$ cat src/rtl/ibex_wb_queue_stage.sv
// ibex_wb_queue_stage: multi-entry in-order writeback queue with a one-entry LSU response buffer.
// LOAD/STORE entries retire on their response; OTHER entries retire as soon as they reach the head.
module ibex_wb_queue_stage #(
    parameter int unsigned WbDepth  = 2,
    parameter bit          ResetAll = 1'b0
) (
    input  logic                         clk_i,
    input  logic                         rst_ni,
    input  logic                         en_wb_i,
    input  logic [1:0]                   instr_type_wb_i,
    input  logic [31:0]                  pc_id_i,
    input  logic                         instr_is_compressed_id_i,
    input  logic                         instr_perf_count_id_i,
    input  logic [4:0]                   rf_waddr_id_i,
    input  logic [31:0]                  rf_wdata_id_i,
    input  logic                         rf_we_int_id_i,
    input  logic                         rf_we_fp_id_i,
    input  logic                         rf_lsu_to_fp_i,
    input  logic [31:0]                  rf_wdata_lsu_i,
    input  logic                         lsu_resp_valid_i,
    input  logic                         lsu_resp_err_i,
    output logic                         ready_wb_o,
    output logic [$clog2(WbDepth+1)-1:0] wb_count_o,
    output logic                         rf_write_wb_o,
    output logic                         outstanding_load_wb_o,
    output logic                         outstanding_store_wb_o,
    output logic [31:0]                  pc_wb_o,
    output logic                         instr_done_wb_o,
    output logic                         perf_instr_ret_wb_o,
    output logic                         perf_instr_ret_compressed_wb_o,
    output logic [4:0]                   rf_waddr_wb_o,
    output logic [31:0]                  rf_wdata_wb_o,
    output logic                         rf_we_int_wb_o,
    output logic                         rf_we_fp_wb_o,
    output logic [31:0]                  rf_wdata_fwd_wb_o
);
    localparam int PtrW = (WbDepth > 1) ? $clog2(WbDepth) : 1;
    localparam int CntW = $clog2(WbDepth + 1);

    typedef enum logic [1:0] {WB_INSTR_LOAD, WB_INSTR_STORE, WB_INSTR_OTHER} wb_instr_type_e;

    typedef struct packed {
        logic [1:0]  typ;
        logic [4:0]  waddr;
        logic [31:0] wdata;
        logic        we_int;
        logic        we_fp;
        logic        lsu_to_fp;
        logic [31:0] pc;
        logic        compressed;
        logic        count;
    } entry_t;

    entry_t             mem_q [WbDepth];
    entry_t             mem_d [WbDepth];
    entry_t             new_e;
    entry_t             head;
    logic [WbDepth-1:0] valid_q, valid_d;
    logic [PtrW-1:0]    head_q, head_d, tail_q, tail_d;
    logic [CntW-1:0]    count_q, count_d;
    logic               rbuf_valid_q, rbuf_valid_d, rbuf_err_q, rbuf_err_d;
    logic [31:0]        rbuf_data_q, rbuf_data_d;
    logic               head_valid, head_mem, head_load, resp_err, enq, capture, consume, load_ok;
    logic [31:0]        resp_data;

    function automatic logic [PtrW-1:0] ptr_inc(input logic [PtrW-1:0] p);
        return (p == PtrW'(WbDepth - 1)) ? '0 : p + 1'b1;
    endfunction

    assign new_e = '{typ: instr_type_wb_i, waddr: rf_waddr_id_i, wdata: rf_wdata_id_i,
                     we_int: rf_we_int_id_i, we_fp: rf_we_fp_id_i, lsu_to_fp: rf_lsu_to_fp_i,
                     pc: pc_id_i, compressed: instr_is_compressed_id_i, count: instr_perf_count_id_i};

    assign head       = mem_q[head_q];
    assign head_valid = (count_q != '0);
    assign head_mem   = head_valid & (head.typ != WB_INSTR_OTHER);
    assign head_load  = head_valid & (head.typ == WB_INSTR_LOAD);
    // The buffered response is older than any direct one, so it always wins.
    assign resp_data  = rbuf_valid_q ? rbuf_data_q : rf_wdata_lsu_i;
    assign resp_err   = rbuf_valid_q ? rbuf_err_q : lsu_resp_err_i;
    assign load_ok    = head_load & ~resp_err;

    assign instr_done_wb_o = head_valid & (~head_mem | rbuf_valid_q | lsu_resp_valid_i);
    assign ready_wb_o      = (count_q != CntW'(WbDepth)) | instr_done_wb_o;
    assign enq             = en_wb_i & ready_wb_o;
    assign consume         = instr_done_wb_o & head_mem & rbuf_valid_q;
    assign capture         = lsu_resp_valid_i & (~head_mem | rbuf_valid_q);

    assign wb_count_o        = count_q;
    assign pc_wb_o           = head_valid ? head.pc : '0;
    assign rf_waddr_wb_o     = head_valid ? head.waddr : '0;
    assign rf_wdata_fwd_wb_o = head_valid ? head.wdata : '0;
    assign rf_wdata_wb_o     = instr_done_wb_o ? (head_load ? resp_data : head.wdata) : '0;
    assign rf_we_int_wb_o    = instr_done_wb_o & (head_mem ? load_ok & ~head.lsu_to_fp : head.we_int);
    assign rf_we_fp_wb_o     = instr_done_wb_o & (head_mem ? load_ok & head.lsu_to_fp : head.we_fp);
    assign perf_instr_ret_wb_o            = instr_done_wb_o & head.count & ~(head_mem & resp_err);
    assign perf_instr_ret_compressed_wb_o = perf_instr_ret_wb_o & head.compressed;

    always_comb begin
        rf_write_wb_o          = 1'b0;
        outstanding_load_wb_o  = 1'b0;
        outstanding_store_wb_o = 1'b0;
        for (int i = 0; i < WbDepth; i++) begin
            rf_write_wb_o          |= valid_q[i] & (mem_q[i].we_int | mem_q[i].we_fp | (mem_q[i].typ == WB_INSTR_LOAD));
            outstanding_load_wb_o  |= valid_q[i] & (mem_q[i].typ == WB_INSTR_LOAD);
            outstanding_store_wb_o |= valid_q[i] & (mem_q[i].typ == WB_INSTR_STORE);
        end
    end

    always_comb begin
        mem_d        = mem_q;
        valid_d      = valid_q;
        head_d       = instr_done_wb_o ? ptr_inc(head_q) : head_q;
        tail_d       = enq ? ptr_inc(tail_q) : tail_q;
        count_d      = count_q + CntW'(enq) - CntW'(instr_done_wb_o);
        rbuf_valid_d = capture | (rbuf_valid_q & ~consume);
        rbuf_data_d  = capture ? rf_wdata_lsu_i : rbuf_data_q;
        rbuf_err_d   = capture ? lsu_resp_err_i : rbuf_err_q;
        if (instr_done_wb_o) valid_d[head_q] = 1'b0;
        if (enq) begin
            valid_d[tail_q] = 1'b1;
            mem_d[tail_q]   = new_e;
        end
    end

    always_ff @(posedge clk_i or negedge rst_ni) begin
        if (!rst_ni) begin
            valid_q      <= '0;
            head_q       <= '0;
            tail_q       <= '0;
            count_q      <= '0;
            rbuf_valid_q <= 1'b0;
            rbuf_err_q   <= 1'b0;
            rbuf_data_q  <= '0;
        end else begin
            valid_q      <= valid_d;
            head_q       <= head_d;
            tail_q       <= tail_d;
            count_q      <= count_d;
            rbuf_valid_q <= rbuf_valid_d;
            rbuf_err_q   <= rbuf_err_d;
            rbuf_data_q  <= rbuf_data_d;
        end
    end

    if (ResetAll) begin : g_payload_rst
        always_ff @(posedge clk_i or negedge rst_ni) begin
            if (!rst_ni) mem_q <= '{default: '0};
            else         mem_q <= mem_d;
        end
    end else begin : g_payload_nrst
        always_ff @(posedge clk_i) begin
            mem_q <= mem_d;
        end
    end

    assert property (@(posedge clk_i) disable iff (!rst_ni) en_wb_i |-> ready_wb_o);
    assert property (@(posedge clk_i) disable iff (!rst_ni) !(lsu_resp_valid_i & rbuf_valid_q & ~consume));
    assert property (@(posedge clk_i) disable iff (!rst_ni) !(rf_we_int_wb_o & rf_we_fp_wb_o));
endmodule
$ cat config.mk
export PLATFORM = sky130hd
export DESIGN_NAME = ibex_wb_queue_stage
export DESIGN_NICKNAME = d
export VERILOG_FILES = /design/src/rtl/ibex_wb_queue_stage.sv
export SDC_FILE = /design/constraint.sdc
export NUM_CORES = 1
export LEC_CHECK = 0
export BUFFER_PORTS_ARGS = -buffer_cell sky130_fd_sc_hd__buf_2
export CAP_MARGIN = 20
export CORE_ASPECT_RATIO = 0.7
export CORE_MARGIN = 4
export CORE_UTILIZATION = 50
export CTS_CLUSTER_SIZE = 16
export DETAILED_ROUTE_END_ITERATION = 8
export PLACE_DENSITY = 0.79
export SYNTH_ARGS = -nofsm -noshare
export SYNTH_HDL_FRONTEND = slang
export SYNTH_SLANG_ARGS = --single-unit
$ cat constraint.sdc
create_clock -name clk_i -period 12.6 [get_ports clk_i]
set_input_delay 2.52 -clock clk_i [delete_from_list [all_inputs] [get_ports clk_i]]
set_output_delay 2.52 -clock clk_i [all_outputs]
set_load 0.01 [all_outputs]
; Yosys cells after proc, flatten, opt, wreduce, memory -nomap -nowiden
; Cells that the tools add are included.
[op_classes]
addsub = 4
magnitude_cmp = 7
n_eq_ne = 4
n_mux = 23
bitwise = 44
n_reduce_logical = 7
[op_table]
columns = operator, n
row1 = 76-bit 2-to-1 mux, 4
row2 = 32-bit 2-to-1 mux, 5
row3 = 152-bit bitwise mux, 1
row4 = 76-bit demux with 1-bit select, 1
row5 = 1-bit bitwise AND, 23
row6 = 1-bit OR, 11
row7 = 1-bit 2-to-1 mux, 7
row8 = 2-bit zero test, 3
row9 = 5-bit 2-to-1 mux, 1
row10 = 1-bit inverter, 5
row11 = "2-bit by 1-bit == test with 1-bit output, second input constant", 2
row12 = "2-bit greater-or-equal comparator, second input constant", 2
row13 = "1-bit by 2-bit < comparator with 1-bit output, second input constant", 2
row14 = 2-bit 2-to-1 mux, 2
row15 = "2-bit != test, second input constant", 2
row16 = 1-bit inverter with 2-bit output, 2
row17 = 1-bit logical AND, 3
row18 = "1-bit adder, second input constant", 2
row19 = 2-bit by 1-bit adder with 2-bit output, 1
row20 = 2-bit bitwise AND, 1
row21 = 1-bit demux with 1-bit select, 2
row22 = "1-bit greater-or-equal comparator, second input constant", 2
row23 = "2-bit by 1-bit < comparator with 1-bit output, second input constant", 1
row24 = 2-bit inverter, 1
row25 = other kinds (3), 3
[totals]
register_bits = 192
out_inout_bits = 112

; Depth between registers and ports, before layout
[depth]
depth_word = 15
mapped_depth = 10

; Least setup slack after synthesis
; OpenSTA, ideal clock, no wires.
[synth_path]
path_kind = input to register
start = input lsu_resp_valid_i
end = register mem_q[0] in the netlist's numbering, enable pin
setup_time_ps = 511
arrival_time_ps = 6150
slack_ps = 5939
cell_stages = 4
path_cell_list = nor2_1 o2111ai_1 nand2_1 nor2_1
[synth_via]
elab_chain_len = 4
[synth_rtl]
columns = element, line
row1 = start: declaration, 20  ; input logic lsu_resp_valid_i,
row2 = 1-bit OR, 83  ; assign instr_done_wb_o = head_valid & (~head_mem | rbuf_valid_q | lsu_resp_valid_i);
row3 = 1-bit bitwise AND, 83
row4 = 1-bit OR, 84  ; assign ready_wb_o = (count_q != CntW'(WbDepth)) | instr_done_wb_o;
row5 = net ready_wb_o, 22  ; output logic ready_wb_o,
row6 = 1-bit bitwise AND, 85  ; assign enq = en_wb_i & ready_wb_o;
row7 = end signal: assignment, 153  ; mem_q <= mem_d;
row8 = end: declaration, 54  ; entry_t mem_q [WbDepth];
; The timed path passes the listed nets, and every way through them passes these cells.
; A chain may end at the register's enable or synchronous reset.

; Worst setup path in the final report
[layout_path]
start = input lsu_resp_valid_i
end = output rf_wdata_wb_o[8]
[layout_via]
elab_chain_len = 3
[layout_rtl]
columns = element, line
row1 = 1-bit OR, 83
row2 = 1-bit bitwise AND, 83
row3 = 32-bit 2-to-1 mux, 93  ; assign rf_wdata_wb_o = instr_done_wb_o ? (head_load ? resp_data : head.wdata) : '0;
row4 = end: declaration, 32  ; output logic [31:0] rf_wdata_wb_o,
; Every way passes these cells.

==> run metrics <==
Synthesis Warnings 0; ys flop type edfxtp_1; post-route cell area 10160 µm²; Leak 0.004225 µW; # IOs 225; initial drt markers 276; Gate Count Post-Synth 559; Final Hold Violating Endpoints 0; VDD IR max 189.7 µV; first-pass GRT wire length 30.30 mm; xor and xnor area share after synthesis 0.3198%; final cell count without fillers 1008; Die Span X 161.2 µm; Most common cell on crit path buf_2; share of cells above drive strength 1 39.95%; Yosys reg bits 192; Yosys top cell by area edfxtp_1; Final GP Congestion 0.8661; FF+latch area 5570 µm²; CP delay by family, top buffers and inverters; Placed Cells 973; WP depth 5; final antenna-violating net count 0; H-tree levels 4; multiplexer share of the synthesized area 14.26%; Synth top area share 55.56%; relative slew slack 36.10%; syn avg cell area 14.70 µm²; multi-input combinational cell area 2455 µm²; r2r startpoint rbuf_valid_q$_DFF_PN0_; IO Port Bufs 224; count leader, synth edfxtp_1; MaxCap Viol Count 0; dpl hpwl 13.28 mm; EDFF count, synth 152; TritonCTS buffer count 17; Mapped Nets 674; period utilization 50.22%; Setup crit start kind input port; Seq/Total Area, Yosys 67.74%; FFs w/ async S/R, synth 20.83%; Root Driver clkbuf_16; Rows 38; Synth Area in Compound Gates 7.630%; fin crit period 6327 ps; grt ovf 0; hold-fix buffers at CTS 0; post-CTS setup-driven buffer insertion count 0; Slew Limit Fails 0; Clock Pin Slew Worst Setup and Hold Paths 70 ps; Post-Syn Area 8215 µm²; CP Cell Sequence buf_2, o31ai_4, buf_4, a211oi_1, buf_2; ranking of synthesized cells by area edfxtp_1 (56%), dfrtp_1 (12%), mux2i_1 (9.0%); total die area 18580 µm²; Critical Path RT 10080 ps; Nets 888; Worst Path Max Fanout 30; placed cell area 9508 µm²; simple-gate share of the synthesized area 6.914%; vias in the first global route 5671; Setup crit end kind primary output; r2r setup slk 9100 ps; total track usage 21.17%; Die Span Y 115.2 µm; Setup crit end rf_wdata_wb_o[8]; Adder-Cell Fraction of Synth Area 0.4264%; min-delay worst type reg -> reg; Vias/cell 5.428; routed wire length 19.45 mm; initial antenna violation count 2; Synth top cells by count edfxtp_1 (152), nor2_1 (77), mux2i_1 (74); Max Freq 158.0 MHz; area grow syn2layout 23.62%; routed via count 5471; critical path arrival 3810 ps; critical path's slowest cell buf_4; DR WL/cell 19.29 µm; Final Skew 13.70 ps; clock buffer depth 2; critical path type in -> out; largest family of logic cells by synthesized area multiplexers; setup TNS 0 ps; pin count of the biggest net entering global routing 70; RSZ-0062 raised after global routing false; Buf/Inv on CP 3; Post-CTS Resized 0; worst-margin pin slew 958.5 ps; core footprint 15790 µm²; TritonRoute pass-1 iters 5; filler instances 1137; CP max stage delay 450 ps; DRC errors left 0; CTS tree built; final setup fails 0; Setup crit start lsu_resp_valid_i; Pwr Density 257.9 nW/µm²; Unique masters post-synth 38; clock sink count 192; initial core utilization 52.05%; outcome complete, no violations; Skew-Pair Late Insertion Delay 440 ps; worst r2r dst mem_q[29]$_DFFE_PP_; cells on worst reg2reg path 6
==> kinds of logic after synthesis <==
family | after synthesis
flip-flops | 192
buffers and inverters | 45
multiplexers | 112
AO/OA/AOI/OAI | 81
adder cells (fa/ha/maj) | 3
AND/OR/NAND/NOR | 123
XOR/XNOR | 3
==> area by class of cell <==
type	instances	share of cell area, %
clock inverters	15	1.947
clock buffers	17	4.189
repair buffers	233	11.83
multi-input cells	322	24.17
flip-flops and latches	192	54.85
well taps	220	2.710
diodes	2	0.04928
inverters	7	0.2587
==> per-stage QoR <==
step	total power, µW	utilization [%]	hold slack, ps	setup WS (ps)
after detailed placement	2087	60.23	495.8	6294
after global placement	2047	60.23	484.1	6383
after floorplan	1689	-	462.9	5939
after CTS	2640	64.18	511.9	6282
final	2620	64.34	509.5	6273
after global routing	2770	64.32	517.9	6203
==> power by group <==
| part | switching, µW | total [µW] | internal, µW |
|---|---|---|---|
| logic | 666 | 1100 | 439 |
| clock network | 274 | 549 | 274 |
| registers | 88.9 | 967 | 878 |
==> sequential cells by signal, indices dropped and copies added, names as in the netlist <==
| register | cells |
|---|---|
| valid_q | 2 |
| rbuf_data_q | 32 |
| rbuf_err_q | 1 |
| tail_q | 1 |
| rbuf_valid_q | 1 |
| wb_count_o | 2 |
| mem_q | 152 |
| head_q | 1 |
==> cells in the final DEF, fill, tap and decap left out, types with 2 or more instances in the layout <==
master and count:
buf_2 224, edfxtp_1 152, mux2i_1 74, nor2_1 74
a211oi_1 64, dfrtp_1 38, mux2_2 37, nor2b_1 33
clkbuf_16 17, buf_4 8, inv_1 6, inv_8 6
clkinv_8 5, o21ai_0 4, nor2_4 3, nand2_1 3
xnor2_1 3, diode_2 2, o31ai_4 2, nand2b_1 2
nand3b_1 2, nor4_1 2, o22ai_1 2, ha_1 2
inv_12 2
==> how the worst min path moves through the flow <==
stage	depth (start not counted)	endpoint	slack, ps	start
CTS	1	rbuf_data_q[13]$_DFFE_PN0P_	510	rbuf_data_q[13]$_DFFE_PN0P_
global placement	1	rbuf_err_q$_DFFE_PN0P_	480	rbuf_err_q$_DFFE_PN0P_
detailed placement	1	rbuf_data_q[0]$_DFFE_PN0P_	500	rbuf_data_q[0]$_DFFE_PN0P_
finish	1	rbuf_data_q[0]$_DFFE_PN0P_	510	rbuf_data_q[0]$_DFFE_PN0P_
floorplan	2	valid_q[0]$_DFF_PN0_	460	valid_q[0]$_DFF_PN0_
global route	1	rbuf_data_q[31]$_DFFE_PN0P_	520	rbuf_data_q[31]$_DFFE_PN0P_
==> routing by layer <==
layer	part of all wire, %	global-route usage [%]	up-vias
li1	-	-	2545
met1	43	27.27	2719
met2	49	35.90	184
met3	6.4	5.303	21
met4	1.2	6.818	2
met5	0.057	0	-
(Power assumes the default switching activity.)
